<file path="src/rtl/spi_slave_responder.sv">
// SPI mode-0 target: oversamples the SPI pins on clk and exposes valid/ready byte streams.
// Define SPI_RX_WORD_EN to build the 32-bit word packer behind word_data/word_valid.
module spi_slave_responder #(
    parameter logic [7:0] FILL_BYTE   = 8'hFF,
    parameter int         SYNC_STAGES = 2
) (
    input  logic        clk,
    input  logic        reset_n,
    input  logic        spi_sck,
    input  logic        spi_cs_n,
    input  logic        spi_mosi,
    output logic        spi_miso,
    output logic        spi_miso_oe,
    output logic [7:0]  rx_data,
    output logic        rx_valid,
    input  logic [7:0]  tx_data,
    input  logic        tx_valid,
    output logic        tx_ready,
    output logic        tx_underrun,
    output logic        frame_active,
    output logic [7:0]  byte_count,
    output logic        frame_abort,
    output logic [31:0] word_data,
    output logic        word_valid
);
    typedef enum logic {IDLE, ACTIVE} state_t;

    // One {cs_n, sck, mosi} group per stage. Everything resets to zero so a CS that is
    // already low at reset release never looks like a fresh falling edge.
    logic [3*SYNC_STAGES-1:0] sync_reg;
    logic                     cs_d_reg;
    logic                     sck_d_reg;
    logic                     cs_s;
    logic                     sck_s;
    logic                     mosi_s;

    always_ff @(posedge clk or negedge reset_n) begin
        if (!reset_n) begin
            sync_reg  <= '0;
            cs_d_reg  <= 1'b0;
            sck_d_reg <= 1'b0;
        end else begin
            sync_reg  <= {sync_reg[3*SYNC_STAGES-4:0], spi_cs_n, spi_sck, spi_mosi};
            cs_d_reg  <= cs_s;
            sck_d_reg <= sck_s;
        end
    end

    assign {cs_s, sck_s, mosi_s} = sync_reg[3*SYNC_STAGES-1 -: 3];

    state_t     state_reg;
    logic [6:0] rx_shift_reg;
    logic [2:0] bit_cnt_reg;
    logic [7:0] tx_shift_reg;
    logic       miso_reg;
    logic [7:0] rx_data_reg;
    logic       rx_valid_reg;
    logic       underrun_reg;
    logic [7:0] byte_count_reg;
    logic       abort_reg;
    logic [7:0] hold_reg;
    logic       hold_full_reg;

    logic       active;
    logic       cs_fall;
    logic       cs_rise;
    logic       sck_rise;
    logic       sck_fall;
    logic       frame_start;
    logic       byte_done;
    logic       tx_load;
    logic [7:0] tx_src;
    logic [7:0] rx_byte;

    // A CS rise outranks any SCK edge seen in the same cycle.
    assign active      = (state_reg == ACTIVE);
    assign cs_fall     = cs_d_reg & ~cs_s;
    assign cs_rise     = ~cs_d_reg & cs_s;
    assign sck_rise    = active & ~cs_rise & ~sck_d_reg & sck_s;
    assign sck_fall    = active & ~cs_rise & sck_d_reg & ~sck_s;
    assign frame_start = ~active & cs_fall;
    assign byte_done   = sck_rise & (bit_cnt_reg == 3'd7);
    assign tx_load     = frame_start | byte_done;
    assign tx_src      = hold_full_reg ? hold_reg : FILL_BYTE;
    assign rx_byte     = {rx_shift_reg, mosi_s};

    always_ff @(posedge clk or negedge reset_n) begin
        if (!reset_n) begin
            state_reg      <= IDLE;
            rx_shift_reg   <= '0;
            bit_cnt_reg    <= '0;
            tx_shift_reg   <= '0;
            miso_reg       <= 1'b1;
            rx_data_reg    <= '0;
            rx_valid_reg   <= 1'b0;
            underrun_reg   <= 1'b0;
            byte_count_reg <= '0;
            abort_reg      <= 1'b0;
            hold_reg       <= '0;
            hold_full_reg  <= 1'b0;
        end else begin
            rx_valid_reg <= 1'b0;
            underrun_reg <= 1'b0;
            abort_reg    <= 1'b0;

            // A load sees the pre-cycle holding register; a same-cycle write lands afterwards.
            if (tx_load && hold_full_reg) begin
                hold_full_reg <= 1'b0;
            end else if (tx_valid && !hold_full_reg) begin
                hold_reg      <= tx_data;
                hold_full_reg <= 1'b1;
            end

            case (state_reg)
                IDLE: begin
                    if (cs_fall) begin
                        state_reg      <= ACTIVE;
                        miso_reg       <= tx_src[7];
                        tx_shift_reg   <= {tx_src[6:0], 1'b0};
                        underrun_reg   <= ~hold_full_reg;
                        bit_cnt_reg    <= '0;
                        byte_count_reg <= '0;
                        rx_shift_reg   <= '0;
                    end
                end
                ACTIVE: begin
                    if (cs_rise) begin
                        state_reg    <= IDLE;
                        miso_reg     <= 1'b1;
                        abort_reg    <= (bit_cnt_reg != 3'd0);
                        bit_cnt_reg  <= '0;
                        rx_shift_reg <= '0;
                    end else begin
                        if (sck_rise) begin
                            rx_shift_reg <= rx_byte[6:0];
                            bit_cnt_reg  <= bit_cnt_reg + 3'd1;
                            if (bit_cnt_reg == 3'd7) begin
                                rx_data_reg  <= rx_byte;
                                rx_valid_reg <= 1'b1;
                                if (byte_count_reg != 8'hFF)
                                    byte_count_reg <= byte_count_reg + 8'd1;
                                tx_shift_reg <= tx_src;
                                underrun_reg <= ~hold_full_reg;
                            end
                        end
                        if (sck_fall) begin
                            miso_reg     <= tx_shift_reg[7];
                            tx_shift_reg <= {tx_shift_reg[6:0], 1'b0};
                        end
                    end
                end
                default: state_reg <= IDLE;
            endcase
        end
    end

    assign spi_miso     = miso_reg;
    assign spi_miso_oe  = active;
    assign frame_active = active;
    assign rx_data      = rx_data_reg;
    assign rx_valid     = rx_valid_reg;
    assign tx_ready     = ~hold_full_reg;
    assign tx_underrun  = underrun_reg;
    assign byte_count   = byte_count_reg;
    assign frame_abort  = abort_reg;

`ifdef SPI_RX_WORD_EN
    logic [23:0] word_shift_reg;
    logic [1:0]  word_cnt_reg;
    logic [31:0] word_data_reg;
    logic        word_valid_reg;

    // First byte of each group of four ends up in word_data[31:24].
    always_ff @(posedge clk or negedge reset_n) begin
        if (!reset_n) begin
            word_shift_reg <= '0;
            word_cnt_reg   <= '0;
            word_data_reg  <= '0;
            word_valid_reg <= 1'b0;
        end else begin
            word_valid_reg <= 1'b0;
            if (frame_start) begin
                word_shift_reg <= '0;
                word_cnt_reg   <= '0;
            end else if (byte_done) begin
                word_shift_reg <= {word_shift_reg[15:0], rx_byte};
                word_cnt_reg   <= word_cnt_reg + 2'd1;
                if (word_cnt_reg == 2'd3) begin
                    word_data_reg  <= {word_shift_reg, rx_byte};
                    word_valid_reg <= 1'b1;
                end
            end
        end
    end

    assign word_data  = word_data_reg;
    assign word_valid = word_valid_reg;
`else
    assign word_data  = '0;
    assign word_valid = 1'b0;
`endif

endmodule
</file>
<file path="config.mk">
export PLATFORM = sky130hd
export DESIGN_NAME = spi_slave_responder
export DESIGN_NICKNAME = d
export VERILOG_FILES = /design/src/rtl/spi_slave_responder.sv
export SDC_FILE = /design/constraint.sdc
export NUM_CORES = 1
export LEC_CHECK = 0
export ABC_AREA = 1
export BUFFER_PORTS_ARGS = -buffer_cell sky130_fd_sc_hd__buf_2
export CORE_UTILIZATION = 35
export DETAILED_ROUTE_END_ITERATION = 6
export GPL_ROUTABILITY_DRIVEN = 0
export PLACE_DENSITY = 0.55
export SLEW_MARGIN = 10
export SYNTH_ARGS = -nofsm -noshare
export SYNTH_HDL_FRONTEND = slang
export SYNTH_SLANG_ARGS = --single-unit
</file>
<file path="constraint.sdc">
create_clock -name clk -period 3 [get_ports clk]
set_input_delay 0.6 -clock clk [delete_from_list [all_inputs] [get_ports clk]]
set_output_delay 0.6 -clock clk [all_outputs]
set_load 0.05 [all_outputs]
</file>
==> report_table.html <==
<table>
<tr><th>Metric</th><th>Value</th></tr>
<tr><th colspan="2">Synthesis</th></tr>
<tr><td>Fraction of synthesis flops using an asynchronous set or reset pin</td><td>1.00</td></tr>
<tr><td>Post-synth EDFFs</td><td>0</td></tr>
<tr><td>Gate Count Post-Synth</td><td>321</td></tr>
<tr><td>Adder-Cell Fraction of Synth Area</td><td>0.0177</td></tr>
<tr><td>Mux cell area share after synthesis</td><td>0.0279</td></tr>
<tr><td>Cell taking the most area after synthesis</td><td>sky130_fd_sc_hd__dfrtp_1</td></tr>
<tr><td>Synth Register Bits</td><td>56</td></tr>
<tr><td>Mean instance size in the synthesized netlist</td><td>8.79 sq um</td></tr>
<tr><td>Register area share after synthesis</td><td>0.497</td></tr>
<tr><td>Dominant combinational cell family by area after synthesis</td><td>simple AND/OR/NAND/NOR gates</td></tr>
<tr><td>Share of Yosys cell area claimed by the top area cell type</td><td>0.488</td></tr>
<tr><td>Mapped Area</td><td>2820 sq um</td></tr>
<tr><td>Compound-Gate Fraction of Synth Area</td><td>0.0816</td></tr>
<tr><td>Cell types occupying the most area after synthesis</td><td>sky130_fd_sc_hd__dfrtp_1 (49%), sky130_fd_sc_hd__nand2_1 (10%), sky130_fd_sc_hd__buf_4 (9.3%)</td></tr>
<tr><td>Share of the synthesized netlist area taken by xor and xnor gates</td><td>0.00931</td></tr>
<tr><td>Count of unique library cells instantiated by Yosys</td><td>28</td></tr>
<tr><td>Post-Synth Simple-Gate Area</td><td>0.217</td></tr>
<tr><td>Top cells by count, synth</td><td>sky130_fd_sc_hd__nand2_1 (77), sky130_fd_sc_hd__dfrtp_1 (55), sky130_fd_sc_hd__buf_4 (35)</td></tr>
<tr><td>Most frequent cell after synthesis</td><td>sky130_fd_sc_hd__nand2_1</td></tr>
<tr><td>Count of warnings emitted by yosys</td><td>0</td></tr>
<tr><td>Post-synth top flop</td><td>sky130_fd_sc_hd__dfrtp_1</td></tr>
<tr><th colspan="2">Timing</th></tr>
<tr><td>Final Max Tran Viols</td><td>0</td></tr>
<tr><td>Final period util</td><td>0.662</td></tr>
<tr><td>Hold slack final</td><td>0.358 ns</td></tr>
<tr><td>Total negative setup slack</td><td>0 ns</td></tr>
<tr><td>Minimum period implied by the final worst setup slack</td><td>1.99 ns</td></tr>
<tr><td>Endpoints failing setup</td><td>0</td></tr>
<tr><td>Slew at the pin with the worst max-slew slack</td><td>0.705 ns</td></tr>
<tr><td>Fin Clk Skew</td><td>0.00923 ns</td></tr>
<tr><td>Number of hold violations in the final report</td><td>0</td></tr>
<tr><td>Tightest slew margin relative to the limit</td><td>0.530</td></tr>
<tr><td>FMAX</td><td>504 MHz</td></tr>
<tr><td>RSZ-0062 raised after global routing</td><td>false</td></tr>
<tr><th colspan="2">Pwr</th></tr>
<tr><td>Static Leak</td><td>1.58 nW</td></tr>
<tr><td>Power Dens Cells</td><td>674 nW/um^2</td></tr>
<tr><td>PnR Total Power</td><td>2.07 mW</td></tr>
<tr><td>Max IR drop VDD</td><td>0.219 mV</td></tr>
<tr><th colspan="2">Run status</th></tr>
<tr><td>Outcome</td><td>finished clean</td></tr>
<tr><th colspan="2">GRT</th></tr>
<tr><td>Maximum number of pins on one net before global-route repair</td><td>57</td></tr>
<tr><td>Remaining Overflow, GRT</td><td>0</td></tr>
<tr><td>GRT Resource Usage Total</td><td>0.128</td></tr>
<tr><td>Antenna violations before repair</td><td>0</td></tr>
<tr><td>Vias in the first global route</td><td>1828</td></tr>
<tr><td>First-pass GRT wire length</td><td>8.66 mm</td></tr>
<tr><th colspan="2">Clock network</th></tr>
<tr><td>Count of buffers added by post-CTS timing repair for setup</td><td>0</td></tr>
<tr><td>Master cell of the clock root buffer</td><td>sky130_fd_sc_hd__clkbuf_8</td></tr>
<tr><td>TritonCTS Sinks</td><td>56</td></tr>
<tr><td>Hold buffers post-CTS</td><td>0</td></tr>
<tr><td>Clock buffers created by TritonCTS</td><td>5</td></tr>
<tr><td>Clock insertion delay at the later pin of the skew report</td><td>0.31 ns</td></tr>
<tr><td>Clk pin slew, worst setup/hold paths</td><td>0.10 ns</td></tr>
<tr><td>Cts repair resizes</td><td>0</td></tr>
<tr><td>Maximum root-to-sink buffer count</td><td>2</td></tr>
<tr><td>CTS tree</td><td>built</td></tr>
<tr><td>H-tree depth reported by CTS</td><td>2</td></tr>
<tr><th colspan="2">Floorplan</th></tr>
<tr><td>Initial standard-cell utilization of the core</td><td>0.363</td></tr>
<tr><td>I/O pin count</td><td>70</td></tr>
<tr><td>Y dimension of the die</td><td>91.8 um</td></tr>
<tr><td>Number of standard-cell rows in the floorplan</td><td>32</td></tr>
<tr><td>Horiz. Die Dim</td><td>91.8 um</td></tr>
<tr><td>Area of the die</td><td>8420 sq um</td></tr>
<tr><td>Core area</td><td>7770 sq um</td></tr>
<tr><th colspan="2">Final layout</th></tr>
<tr><td>Layout area overhead</td><td>8.69%</td></tr>
<tr><td>Share of layout cells above drive strength 1</td><td>0.190</td></tr>
<tr><td>Final nets</td><td>375</td></tr>
<tr><td>Fill cell instance count of the final layout</td><td>812</td></tr>
<tr><td>Number of diodes added for antenna fixing</td><td>0</td></tr>
<tr><td>Final core area utilization</td><td>0.395</td></tr>
<tr><th colspan="2">Route</th></tr>
<tr><td>Sum of routed wire length over all layers</td><td>5.04 mm</td></tr>
<tr><td>Vias per std cell</td><td>4.38</td></tr>
<tr><td>Iter 0 DRT Violations</td><td>65</td></tr>
<tr><td>Routed length per instance</td><td>11.0 um</td></tr>
<tr><td>DRT Pass-1 Iters</td><td>4</td></tr>
<tr><td>Remaining antenna violation count after routing</td><td>0</td></tr>
<tr><td>Total vias in the final route</td><td>2016</td></tr>
<tr><td>Residual DRC</td><td>0</td></tr>
<tr><th colspan="2">Worst setup path</th></tr>
<tr><td>Crit path DAT</td><td>1.39 ns</td></tr>
<tr><td>Data required time of the worst path</td><td>2.40 ns</td></tr>
<tr><td>Startpoint kind of the worst setup timing path</td><td>register</td></tr>
<tr><td>Classification of the worst setup path</td><td>reg2out</td></tr>
<tr><td>Crit-path slowest cell</td><td>sky130_fd_sc_hd__dfrtp_1</td></tr>
<tr><td>Critical Path End Type</td><td>output pin</td></tr>
<tr><td>Buffers and inverters on the worst path</td><td>2</td></tr>
<tr><td>Largest fanout on the critical path</td><td>17</td></tr>
<tr><td>Cell type group with the largest total delay on the critical path</td><td>buffers and inverters</td></tr>
<tr><td>Worst path cell trace</td><td>clkinv_1, buf_2</td></tr>
<tr><td>Biggest cell delay along the critical path</td><td>0.41 ns</td></tr>
<tr><th colspan="2">Placed design</th></tr>
<tr><td>Count of input and output buffers</td><td>36</td></tr>
<tr><td>DP Wirelength</td><td>3.61 mm</td></tr>
<tr><th colspan="2">Flow run</th></tr>
<tr><td>Max capacitance violation total</td><td>0</td></tr>
<tr><th colspan="2">Min path</th></tr>
<tr><td>Min-delay worst type</td><td>reg2reg</td></tr>
</table>
-- layout by cell type (no fill, tap or decap), types with 2 or more instances in the layout --
cell type,synthesis,final
sky130_fd_sc_hd__mux2_2,7,7
sky130_fd_sc_hd__dfrtp_1,55,55
sky130_fd_sc_hd__nand2_4,2,2
sky130_fd_sc_hd__nor2_1,11,11
sky130_fd_sc_hd__a21oi_1,3,3
sky130_fd_sc_hd__nand4_1,12,12
sky130_fd_sc_hd__ha_1,4,4
sky130_fd_sc_hd__inv_1,31,31
sky130_fd_sc_hd__nand2_1,77,77
sky130_fd_sc_hd__clkinvlp_4,0,2
sky130_fd_sc_hd__buf_4,35,2
sky130_fd_sc_hd__nand3_1,23,23
sky130_fd_sc_hd__inv_2,2,2
sky130_fd_sc_hd__nand2_2,3,3
sky130_fd_sc_hd__buf_2,4,36
sky130_fd_sc_hd__o21ai_0,22,22
sky130_fd_sc_hd__o21ai_1,13,13
sky130_fd_sc_hd__conb_1,1,33
sky130_fd_sc_hd__clkbuf_8,0,5
sky130_fd_sc_hd__xor2_1,3,3
sky130_fd_sc_hd__nor2_4,3,3
-- stage by stage --
stage	worst slack [ns]	std cells	instance area (sq um)
after floorplan	1.24	353	2940
after global placement	1.25	452	2970
after detailed placement	1.20	452	2970
after CTS	1.00	460	3070
after global routing	0.898	460	3070
final	1.01	460	3070
-- metal layers --
metal / GRT usage / share of wire / vias to the layer above
li1: - / - / 1037
met5: 0 / 0 / -
met4: 0.0313 / 0.0079 / 0
met2: 0.205 / 0.47 / 52
met1: 0.178 / 0.49 / 922
met3: 0.0249 / 0.033 / 5
-- report_power, final --
part | internal (mW) | switching [mW] | leakage, nW
Combinational | 0.195 | 0.461 | 0.825
Clock | 0.166 | 0.249 | 0.0404
Sequential | 0.901 | 0.0945 | 0.718
-- area by class of cell --
class	instances	area (sq um)	area share
Multi-Input combinational cell	222	1120	0.366
Clock inverter	3	23.8	0.00775
Timing Repair Buffer	38	195	0.0636
Tap cell	102	128	0.0416
Sequential cell	56	1400	0.457
Inverter	34	128	0.0416
Clock buffer	5	68.8	0.0224
-- worst reg2reg max path, stage by stage (launching register included) --
cell	delay, ns
sky130_fd_sc_hd__dfrtp_1	0.42
sky130_fd_sc_hd__ha_1	0.21
sky130_fd_sc_hd__ha_1	0.18
sky130_fd_sc_hd__nand3_1	0.16
sky130_fd_sc_hd__nor2_4	0.07
sky130_fd_sc_hd__inv_2	0.29
sky130_fd_sc_hd__nand2_2	0.20
sky130_fd_sc_hd__nand2_1	0.10
sky130_fd_sc_hd__o21ai_0	0.07
-- worst paths after layout --
| kind | to | cells after the start | start | slack (ns) |
|---|---|---|---|---|
| setup / recovery | tx_ready | 2 | hold_full_reg | 1.01 |
| hold / removal | sync_reg[3] | 0 | sync_reg[0] | 0.36 |
| setup reg to reg | tx_shift_reg[0] | 8 | bit_cnt_reg[0] | 1.21 |
| hold reg to reg | sync_reg[3] | 0 | sync_reg[0] | 0.36 |
| max in group asynchronous | hold_reg[3] | 2 | reset_n | 2.11 |
| min in group asynchronous | rx_shift_reg[2] | 2 | reset_n | 0.41 |
-- logic make-up (layout without fill, tap and decap cells) --
group	count (synthesis)	count (layout)
simple gates	133	133
buf+inv	75	80
flops	56	56
compound gates	42	42
mux	7	7
fa+ha+maj	4	4
xor+xnor	3	3
other cells	1	33
Power figures use the tool's default switching activity.
